<file path="src/rtl/play_receiver_7e1_if.sv">
// Signal bundle between the 7E1 play-report receiver and the comparison logic.
// The master side is the receiver; the slave side drives the line and consumes results.
interface play_receiver_7e1_if;
    logic        serial;
    logic [6:0]  dado_ascii;
    logic        char_valido;
    logic [6:0]  botao_ascii;
    logic [1:0]  pos;
    logic [27:0] resposta;
    logic        jogada_valida;
    logic        erro_paridade;
    logic        erro_quadro;
    logic        erro_formato;
    logic        ocupado;

    modport master (
        input  serial,
        output dado_ascii, char_valido, botao_ascii, pos, resposta,
               jogada_valida, erro_paridade, erro_quadro, erro_formato, ocupado
    );

    modport slave (
        output serial,
        input  dado_ascii, char_valido, botao_ascii, pos, resposta,
               jogada_valida, erro_paridade, erro_quadro, erro_formato, ocupado
    );
endinterface

</file>
<file path="src/rtl/play_receiver_7e1.sv">
// 7E1 UART receiver plus parser for the 4-character play message "<button>$<pos>#".
// Presents the decoded move, the 28-bit response word and single-cycle error strobes.
module play_receiver_7e1 #(
    parameter int CLK_PER_BIT = 5208,
    parameter int CNT_W       = 13
) (
    input  logic                 clock,
    input  logic                 reset,
    play_receiver_7e1_if.master  rx
);

    localparam logic [CNT_W-1:0] HALF_LOAD = CNT_W'(CLK_PER_BIT / 2 - 1);
    localparam logic [CNT_W-1:0] BIT_LOAD  = CNT_W'(CLK_PER_BIT - 1);
    localparam logic [CNT_W-1:0] CNT_ONE   = CNT_W'(1);
    localparam logic [6:0]       CH_CIF    = 7'h24;
    localparam logic [6:0]       CH_HASH   = 7'h23;
    localparam logic [4:0]       DIGIT_HI  = 5'b01100;

    typedef enum logic [2:0] {
        IDLE, START, DATA, PARITY, STOP, ENTREGA
    } rx_state_t;

    typedef enum logic [1:0] {
        ESPERA_BOTAO, ESPERA_CIF, ESPERA_POS, ESPERA_HASH
    } parse_state_t;

    rx_state_t    rx_state;
    parse_state_t p_state;

    logic             sync_1, sync_2, line_prev;
    logic [CNT_W-1:0] timer;
    logic [2:0]       bit_idx;
    logic [6:0]       shift;
    logic             par_bit;
    logic [6:0]       botao_pend;
    logic [1:0]       pos_pend;

    logic timer_done, parity_fail, frame_drop, char_take, btn_ok, char_ok;

    function automatic logic is_button(input logic [6:0] c);
        case (c)
            7'h4A, 7'h5A, 7'h59, 7'h52, 7'h4C,
            7'h41, 7'h42, 7'h43, 7'h44: is_button = 1'b1;
            default:                    is_button = 1'b0;
        endcase
    endfunction

    assign timer_done  = (timer == '0);
    assign parity_fail = ^{shift, par_bit};
    // A frame that fails its stop or parity check is dropped and also restarts the parser.
    assign frame_drop  = (rx_state == STOP) && timer_done && (!sync_2 || parity_fail);
    assign char_take   = (rx_state == ENTREGA);
    assign btn_ok      = is_button(shift);

    // NOTE: every variable assigned in always_comb gets a default first, so no latch is inferred.
    always_comb begin
        char_ok = 1'b0;
        unique case (p_state)
            ESPERA_BOTAO: char_ok = btn_ok;
            ESPERA_CIF:   char_ok = (shift == CH_CIF);
            ESPERA_POS:   char_ok = (shift[6:2] == DIGIT_HI);
            ESPERA_HASH:  char_ok = (shift == CH_HASH);
            default:      char_ok = 1'b0;
        endcase
    end

    // Receive FSM: synchronizer, bit timing, deserialization and frame checks.
    // NOTE: sequential state uses non-blocking assignments so every flop samples pre-edge values.
    always_ff @(posedge clock or negedge reset) begin
        if (!reset) begin
            // NOTE: synchronizer flops reset to 1 so reset release never looks like a start edge.
            sync_1           <= 1'b1;
            sync_2           <= 1'b1;
            line_prev        <= 1'b1;
            rx_state         <= IDLE;
            timer            <= '0;
            bit_idx          <= '0;
            shift            <= '0;
            par_bit          <= 1'b0;
            rx.dado_ascii    <= '0;
            rx.char_valido   <= 1'b0;
            rx.erro_paridade <= 1'b0;
            rx.erro_quadro   <= 1'b0;
            rx.ocupado       <= 1'b0;
        end else begin
            sync_1           <= rx.serial;
            sync_2           <= sync_1;
            line_prev        <= sync_2;
            rx.char_valido   <= 1'b0;
            rx.erro_paridade <= 1'b0;
            rx.erro_quadro   <= 1'b0;

            unique case (rx_state)
                IDLE: begin
                    if (line_prev && !sync_2) begin
                        timer      <= HALF_LOAD;
                        rx_state   <= START;
                        rx.ocupado <= 1'b1;
                    end
                end

                START: begin
                    if (!timer_done) begin
                        timer <= timer - CNT_ONE;
                    end else if (sync_2) begin
                        rx_state   <= IDLE;
                        rx.ocupado <= 1'b0;
                    end else begin
                        timer    <= BIT_LOAD;
                        bit_idx  <= '0;
                        rx_state <= DATA;
                    end
                end

                DATA: begin
                    if (!timer_done) begin
                        timer <= timer - CNT_ONE;
                    end else begin
                        shift <= {sync_2, shift[6:1]};
                        timer <= BIT_LOAD;
                        if (bit_idx == 3'd6) rx_state <= PARITY;
                        else                 bit_idx  <= bit_idx + 3'd1;
                    end
                end

                PARITY: begin
                    if (!timer_done) begin
                        timer <= timer - CNT_ONE;
                    end else begin
                        par_bit  <= sync_2;
                        timer    <= BIT_LOAD;
                        rx_state <= STOP;
                    end
                end

                STOP: begin
                    if (!timer_done) begin
                        timer <= timer - CNT_ONE;
                    end else if (!sync_2) begin
                        rx.erro_quadro <= 1'b1;
                        rx_state       <= IDLE;
                        rx.ocupado     <= 1'b0;
                    end else if (parity_fail) begin
                        rx.erro_paridade <= 1'b1;
                        rx_state         <= IDLE;
                        rx.ocupado       <= 1'b0;
                    end else begin
                        rx_state <= ENTREGA;
                    end
                end

                ENTREGA: begin
                    rx.dado_ascii  <= shift;
                    rx.char_valido <= 1'b1;
                    rx_state       <= IDLE;
                    rx.ocupado     <= 1'b0;
                end

                default: begin
                    rx_state   <= IDLE;
                    rx.ocupado <= 1'b0;
                end
            endcase
        end
    end

    // Message parser: advances only on delivered characters; a bad character that is
    // itself a button restarts a message instead of being lost.
    always_ff @(posedge clock or negedge reset) begin
        if (!reset) begin
            p_state          <= ESPERA_BOTAO;
            botao_pend       <= '0;
            pos_pend         <= '0;
            rx.botao_ascii   <= '0;
            rx.pos           <= '0;
            rx.resposta      <= '0;
            rx.jogada_valida <= 1'b0;
            rx.erro_formato  <= 1'b0;
        end else begin
            rx.jogada_valida <= 1'b0;
            rx.erro_formato  <= 1'b0;

            if (frame_drop) begin
                p_state <= ESPERA_BOTAO;
            end else if (char_take) begin
                if (char_ok) begin
                    unique case (p_state)
                        ESPERA_BOTAO: begin
                            botao_pend <= shift;
                            p_state    <= ESPERA_CIF;
                        end
                        ESPERA_CIF: p_state <= ESPERA_POS;
                        ESPERA_POS: begin
                            pos_pend <= shift[1:0];
                            p_state  <= ESPERA_HASH;
                        end
                        ESPERA_HASH: begin
                            rx.botao_ascii   <= botao_pend;
                            rx.pos           <= pos_pend;
                            rx.resposta      <= {botao_pend, CH_CIF, DIGIT_HI, pos_pend, CH_HASH};
                            rx.jogada_valida <= 1'b1;
                            p_state          <= ESPERA_BOTAO;
                        end
                        default: p_state <= ESPERA_BOTAO;
                    endcase
                end else begin
                    rx.erro_formato <= 1'b1;
                    if (btn_ok) begin
                        botao_pend <= shift;
                        p_state    <= ESPERA_CIF;
                    end else begin
                        p_state <= ESPERA_BOTAO;
                    end
                end
            end
        end
    end

endmodule
</file>
<file path="src/flat_wrapper.sv">
// flat-port wrapper written by rule: the top's interface ports become plain ports
module play_receiver_7e1_flat 
#(
    parameter int CLK_PER_BIT = 5208,
    parameter int CNT_W       = 13
)
  (clock, reset, rx_serial, rx_dado_ascii, rx_char_valido, rx_botao_ascii, rx_pos, rx_resposta, rx_jogada_valida, rx_erro_paridade, rx_erro_quadro, rx_erro_formato, rx_ocupado);
  play_receiver_7e1_if rx_i ();
  input  logic clock;
  input  logic reset;
  input wire logic [$bits(rx_i.serial)-1:0] rx_serial;
  output wire logic [$bits(rx_i.dado_ascii)-1:0] rx_dado_ascii;
  output wire logic [$bits(rx_i.char_valido)-1:0] rx_char_valido;
  output wire logic [$bits(rx_i.botao_ascii)-1:0] rx_botao_ascii;
  output wire logic [$bits(rx_i.pos)-1:0] rx_pos;
  output wire logic [$bits(rx_i.resposta)-1:0] rx_resposta;
  output wire logic [$bits(rx_i.jogada_valida)-1:0] rx_jogada_valida;
  output wire logic [$bits(rx_i.erro_paridade)-1:0] rx_erro_paridade;
  output wire logic [$bits(rx_i.erro_quadro)-1:0] rx_erro_quadro;
  output wire logic [$bits(rx_i.erro_formato)-1:0] rx_erro_formato;
  output wire logic [$bits(rx_i.ocupado)-1:0] rx_ocupado;
  assign rx_i.serial = rx_serial;
  assign rx_dado_ascii = rx_i.dado_ascii;
  assign rx_char_valido = rx_i.char_valido;
  assign rx_botao_ascii = rx_i.botao_ascii;
  assign rx_pos = rx_i.pos;
  assign rx_resposta = rx_i.resposta;
  assign rx_jogada_valida = rx_i.jogada_valida;
  assign rx_erro_paridade = rx_i.erro_paridade;
  assign rx_erro_quadro = rx_i.erro_quadro;
  assign rx_erro_formato = rx_i.erro_formato;
  assign rx_ocupado = rx_i.ocupado;
  play_receiver_7e1 #(.CLK_PER_BIT(CLK_PER_BIT), .CNT_W(CNT_W)) u_core (.clock(clock), .reset(reset), .rx(rx_i));
endmodule
</file>
<file path="config.mk">
export PLATFORM = sky130hd
export DESIGN_NAME = play_receiver_7e1_flat
export DESIGN_NICKNAME = d
export VERILOG_FILES = /design/src/rtl/play_receiver_7e1_if.sv /design/src/rtl/play_receiver_7e1.sv /design/src/flat_wrapper.sv
export SDC_FILE = /design/constraint.sdc
export NUM_CORES = 1
export LEC_CHECK = 0
export ABC_AREA = 1
export CORE_ASPECT_RATIO = 0.9
export CORE_MARGIN = 2
export CORE_UTILIZATION = 39
export CTS_CLUSTER_DIAMETER = 60
export DETAILED_ROUTE_END_ITERATION = 8
export GPL_TIMING_DRIVEN = 1
export PLACE_DENSITY = 0.64
export SYNTH_ARGS = -nofsm -noshare
export SYNTH_HDL_FRONTEND = slang
export SYNTH_SLANG_ARGS = --single-unit
</file>
<file path="constraint.sdc">
create_clock -name clock -period 2.5 [get_ports clock]
set_clock_uncertainty 0.2 [all_clocks]
set_input_delay 0.375 -clock clock [delete_from_list [all_inputs] [get_ports clock]]
set_output_delay 0.375 -clock clock [all_outputs]
set_load 0.02 [all_outputs]
</file>
==> results of run 1 <==
[cells by family (layout without fill, tap and decap cells)]
logic type	count (synthesis)	count (layout)
and+or+nand+nor	273	273
adders and majority gates	9	9
buffers and inverters	80	104
other	1	12
AOI/OAI and AO/OA	46	46
DFF	64	64
xor gates and xnor gates	8	8
[path summary, 6_finish.rpt]
kind,from,to,cells after the start
worst max-delay path,u_core.p_state[0]$_DFFE_PN0P_,u_core.rx.pos[0]$_DFFE_PN0P_,10
worst min register to register,u_core.sync_1$_DFF_PN1_,u_core.sync_2$_DFF_PN1_,0
worst max register to register,u_core.p_state[0]$_DFFE_PN0P_,u_core.rx.pos[0]$_DFFE_PN0P_,10
min in group asynchronous,reset,u_core.rx.dado_ascii[2]$_DFFE_PN0P_,3
worst min-delay path,u_core.sync_1$_DFF_PN1_,u_core.sync_2$_DFF_PN1_,0
max in group asynchronous,reset,u_core.line_prev$_DFF_PN1_,3
[power breakdown]
part           total, mW  internal [mW]  switching (mW)  leakage (nW)
clock network       1.12          0.676           0.444         0.126
logic               1.13          0.353           0.774          1.10
registers           1.24           1.13           0.105         0.857
total               3.49           2.16            1.32          2.08
[state kept, by name, indices dropped and copies added, names as in the netlist, 2 cells and up]
signal and flops:
u_core.rx.resposta 2, u_core.rx.dado_ascii 7, u_core.pos_pend 2, u_core.rx_state 3, u_core.bit_idx 3, u_core.timer 13, u_core.p_state 2, u_core.botao_pend 7
u_core.shift 7, u_core.rx.botao_ascii 7
[metrics by stage]
stage,instances,power (mW)
2_1_floorplan,492,2.14
3_3_place_gp,621,2.36
3_5_place_dp,621,2.37
4_1_cts,638,3.51
5_1_grt,638,3.74
6_report,638,3.49
[placed cells by master, fill, tap and decap left out, drive strengths merged, types with 4 or more instances in the layout]
master         instances
xnor2                  5
inv                   46
nor2                  39
clkbuf                 9
nand3                 28
dfrtp                 61
a21oi                  8
nor3                   6
o21ai                 35
clkdlybuf4s50         39
nand4                 16
nand2                181
ha                     9
buf                    4
conb                  12
[worst reg2reg max path, stage by stage, from the launching register on]
cell and delay (ps):
sky130_fd_sc_hd__dfrtp_1 430, sky130_fd_sc_hd__inv_1 90, sky130_fd_sc_hd__ha_1 230, sky130_fd_sc_hd__nor3_1 220
sky130_fd_sc_hd__nand2_1 90, sky130_fd_sc_hd__nor2_1 120, sky130_fd_sc_hd__nand2_1 80, sky130_fd_sc_hd__nand2_2 250
sky130_fd_sc_hd__nand3_2 260, sky130_fd_sc_hd__nand2_1 110, sky130_fd_sc_hd__nand2_1 50
[layout make-up]
| cell class | count | area [um2] |
|---|---|---|
| well taps | 122 | 153 |
| clock inverters | 7 | 128 |
| repair buffers | 44 | 440 |
| clock buffers | 9 | 124 |
| inverters | 44 | 165 |
| flip-flops and latches | 64 | 1610 |
| multi-input cells | 348 | 1650 |
| fillers | 896 | 4820 |
[layer usage]
layer,track usage [%],up-vias,share of wire [%]
li1,-,1550,-
met1,19.8,1425,48
met2,26.7,77,46
met3,3.69,8,4.3
met4,7.24,0,1.2
met5,0,-,0
==> flow_metrics.tcl, run 1 <==
set metrics [dict create \
    run_status "finished clean" \
    unrepaired_setup_endpoints_after_global_routing "no" \
    cts_resized 0 \
    ys_seq_area_share_pct 44.1 \
    ys.warnings.count 0 \
    clock_sink_count 64 \
    routed_antenna_nets 0 \
    worst_ep_arrival_time_ps 2280 \
    max-slew-margin-rel_pct 61.4 \
    route.vias.total 3060 \
    postLayoutCellArea_um2 4270 \
    cts-hold-fix-buffers 1 \
    critical_path.endpoint_type "flop" \
    synth.lib_cells_used.distinct 32 \
    clk_root_buffer_cell "sky130_fd_sc_hd__clkbuf_8" \
    setup.reg_to_reg.worst_slack_ps 260 \
    largest_stage_delay_on_the_critical_path_ps 430 \
    setup_tns_ps 0 \
    grt_start_max_net_pins 65 \
    path_common_cell "sky130_fd_sc_hd__nand2_1" \
    synthArstFlopShare_pct 100 \
    crit_fanout 16 \
    report.final.setup_viol 0 \
    die-area_um2 10100 \
    tritoncts "built" \
    layout-drive-gt1-share_pct 8.72 \
    yosys.area.top_type_share_pct 41.9 \
    synth-edff-count 0 \
    synth.ff_latch_count 64 \
    routabilityCongestion 0.908 \
    syn-mean-instance-area_um2 7.57 \
    dr.first_iter.drc_count 113 \
    synth_xor_xnor_area_share_pct 1.92 \
    hold_viol 0 \
    irDropWorstVdd_v 0.000509 \
    die_height_um 95.7 \
    first_global_vias 2795 \
    power-per-cell-area_nw_per_um2 817 \
    synth_commonest_cells "sky130_fd_sc_hd__nand2_1, sky130_fd_sc_hd__dfrtp_1, sky130_fd_sc_hd__inv_1" \
    cts.path.max_buffers 2 \
    cp.required_ps 2530 \
    critical_path.top_delay_family "simple AND/OR/NAND/NOR gates" \
    drt_wl_total_mm 7.52 \
    synth_fa_ha_area_share_pct 3.09 \
    drv_cap 0 \
    final_slew_viol_count 0 \
    antenna_violations_before_repair 0 \
    synth_largest_area_cell "sky130_fd_sc_hd__dfrtp_1" \
    drt-wirelength-per-cell_um 11.8 \
    leakage_nw 2.08 \
    number_of_setup_buffers_added_after_cts 0 \
    cts.htree.levels 3 \
    timing.critical_path.buf_inv 1 \
    pre_cts_slack_ps 260 \
    post-synth-top-count-cell "sky130_fd_sc_hd__nand2_1" \
    netlist_instances 481 \
    timing.setup.critical_path_class "flop to flop" \
    timing.critical_path.slowest_stage_cell "sky130_fd_sc_hd__dfrtp_1" \
    final.period_utilization_pct 89.8 \
    cts.clk_slew.worst_paths_ps 80 \
    synth_area_leaders "sky130_fd_sc_hd__dfrtp_1, sky130_fd_sc_hd__nand2_1, sky130_fd_sc_hd__buf_4" \
    worst_skew_pair.late_latency_ps 340 \
    remaining_drc_errors 0 \
    final_nets 523 \
    fmax_ghz 0.446 \
    worst_setup_path_start_kind "flop" \
    tightestPinTransition_ps 579 \
    mux_contribution_to_synthesized_area_pct 0 \
    synth_top_family_by_area "simple AND/OR/NAND/NOR gates" \
    width_of_the_die_um 106 \
    fin_hold_ws_ps 158 \
    initial_util_pct 40.1 \
    hp-class "flop to flop" \
    synthSimpleGateAreaFrac_pct 32.5 \
    floorplan.io_pins 53 \
    placement.cell_area_um2 4010 \
    critical_path.cell_chain "inv_1 -> ha_1 -> nor3_1 -> nand2_1 -> nor2_1 -> nand2_1 -> nand2_2 -> nand3_2 -> nand2_1 -> nand2_1" \
    placeable_area_um2 9080 \
    first_pass_iters 4 \
    grt_overflow_total 0 \
    finalWorstPathRequiredPeriod_ps 2240 \
    synth_area_in_compound_gates_pct 6.63 \
    synth_flop_cell "sky130_fd_sc_hd__dfrtp_1" \
    insertedDiodeCount 0 \
    dp_hpwl_mm 5.23 \
    grt_first_pass_wirelength_mm 12.7 \
    vias_per_cell 4.80 \
    final.setup.worst_slack_ps 256 \
    number_of_clock_buffers_inserted_by_tritoncts 9 \
    grtUsageTotal_pct 15.9 \
    area_growth_syn_to_layout_pct 17.2 \
    buffer_ports.inserted 40 \
    utilization_pct 47.0 \
    placement_rows 33 \
    synth_area_um2 3640 \
]
Power figures use the tool's default switching activity.
==> run 2, diff against run 1 <==
CAP_MARGIN = 40   (was default)
==> results of run 2 <==
The final DEF is identical to that of run 1; final timing and power are the same.
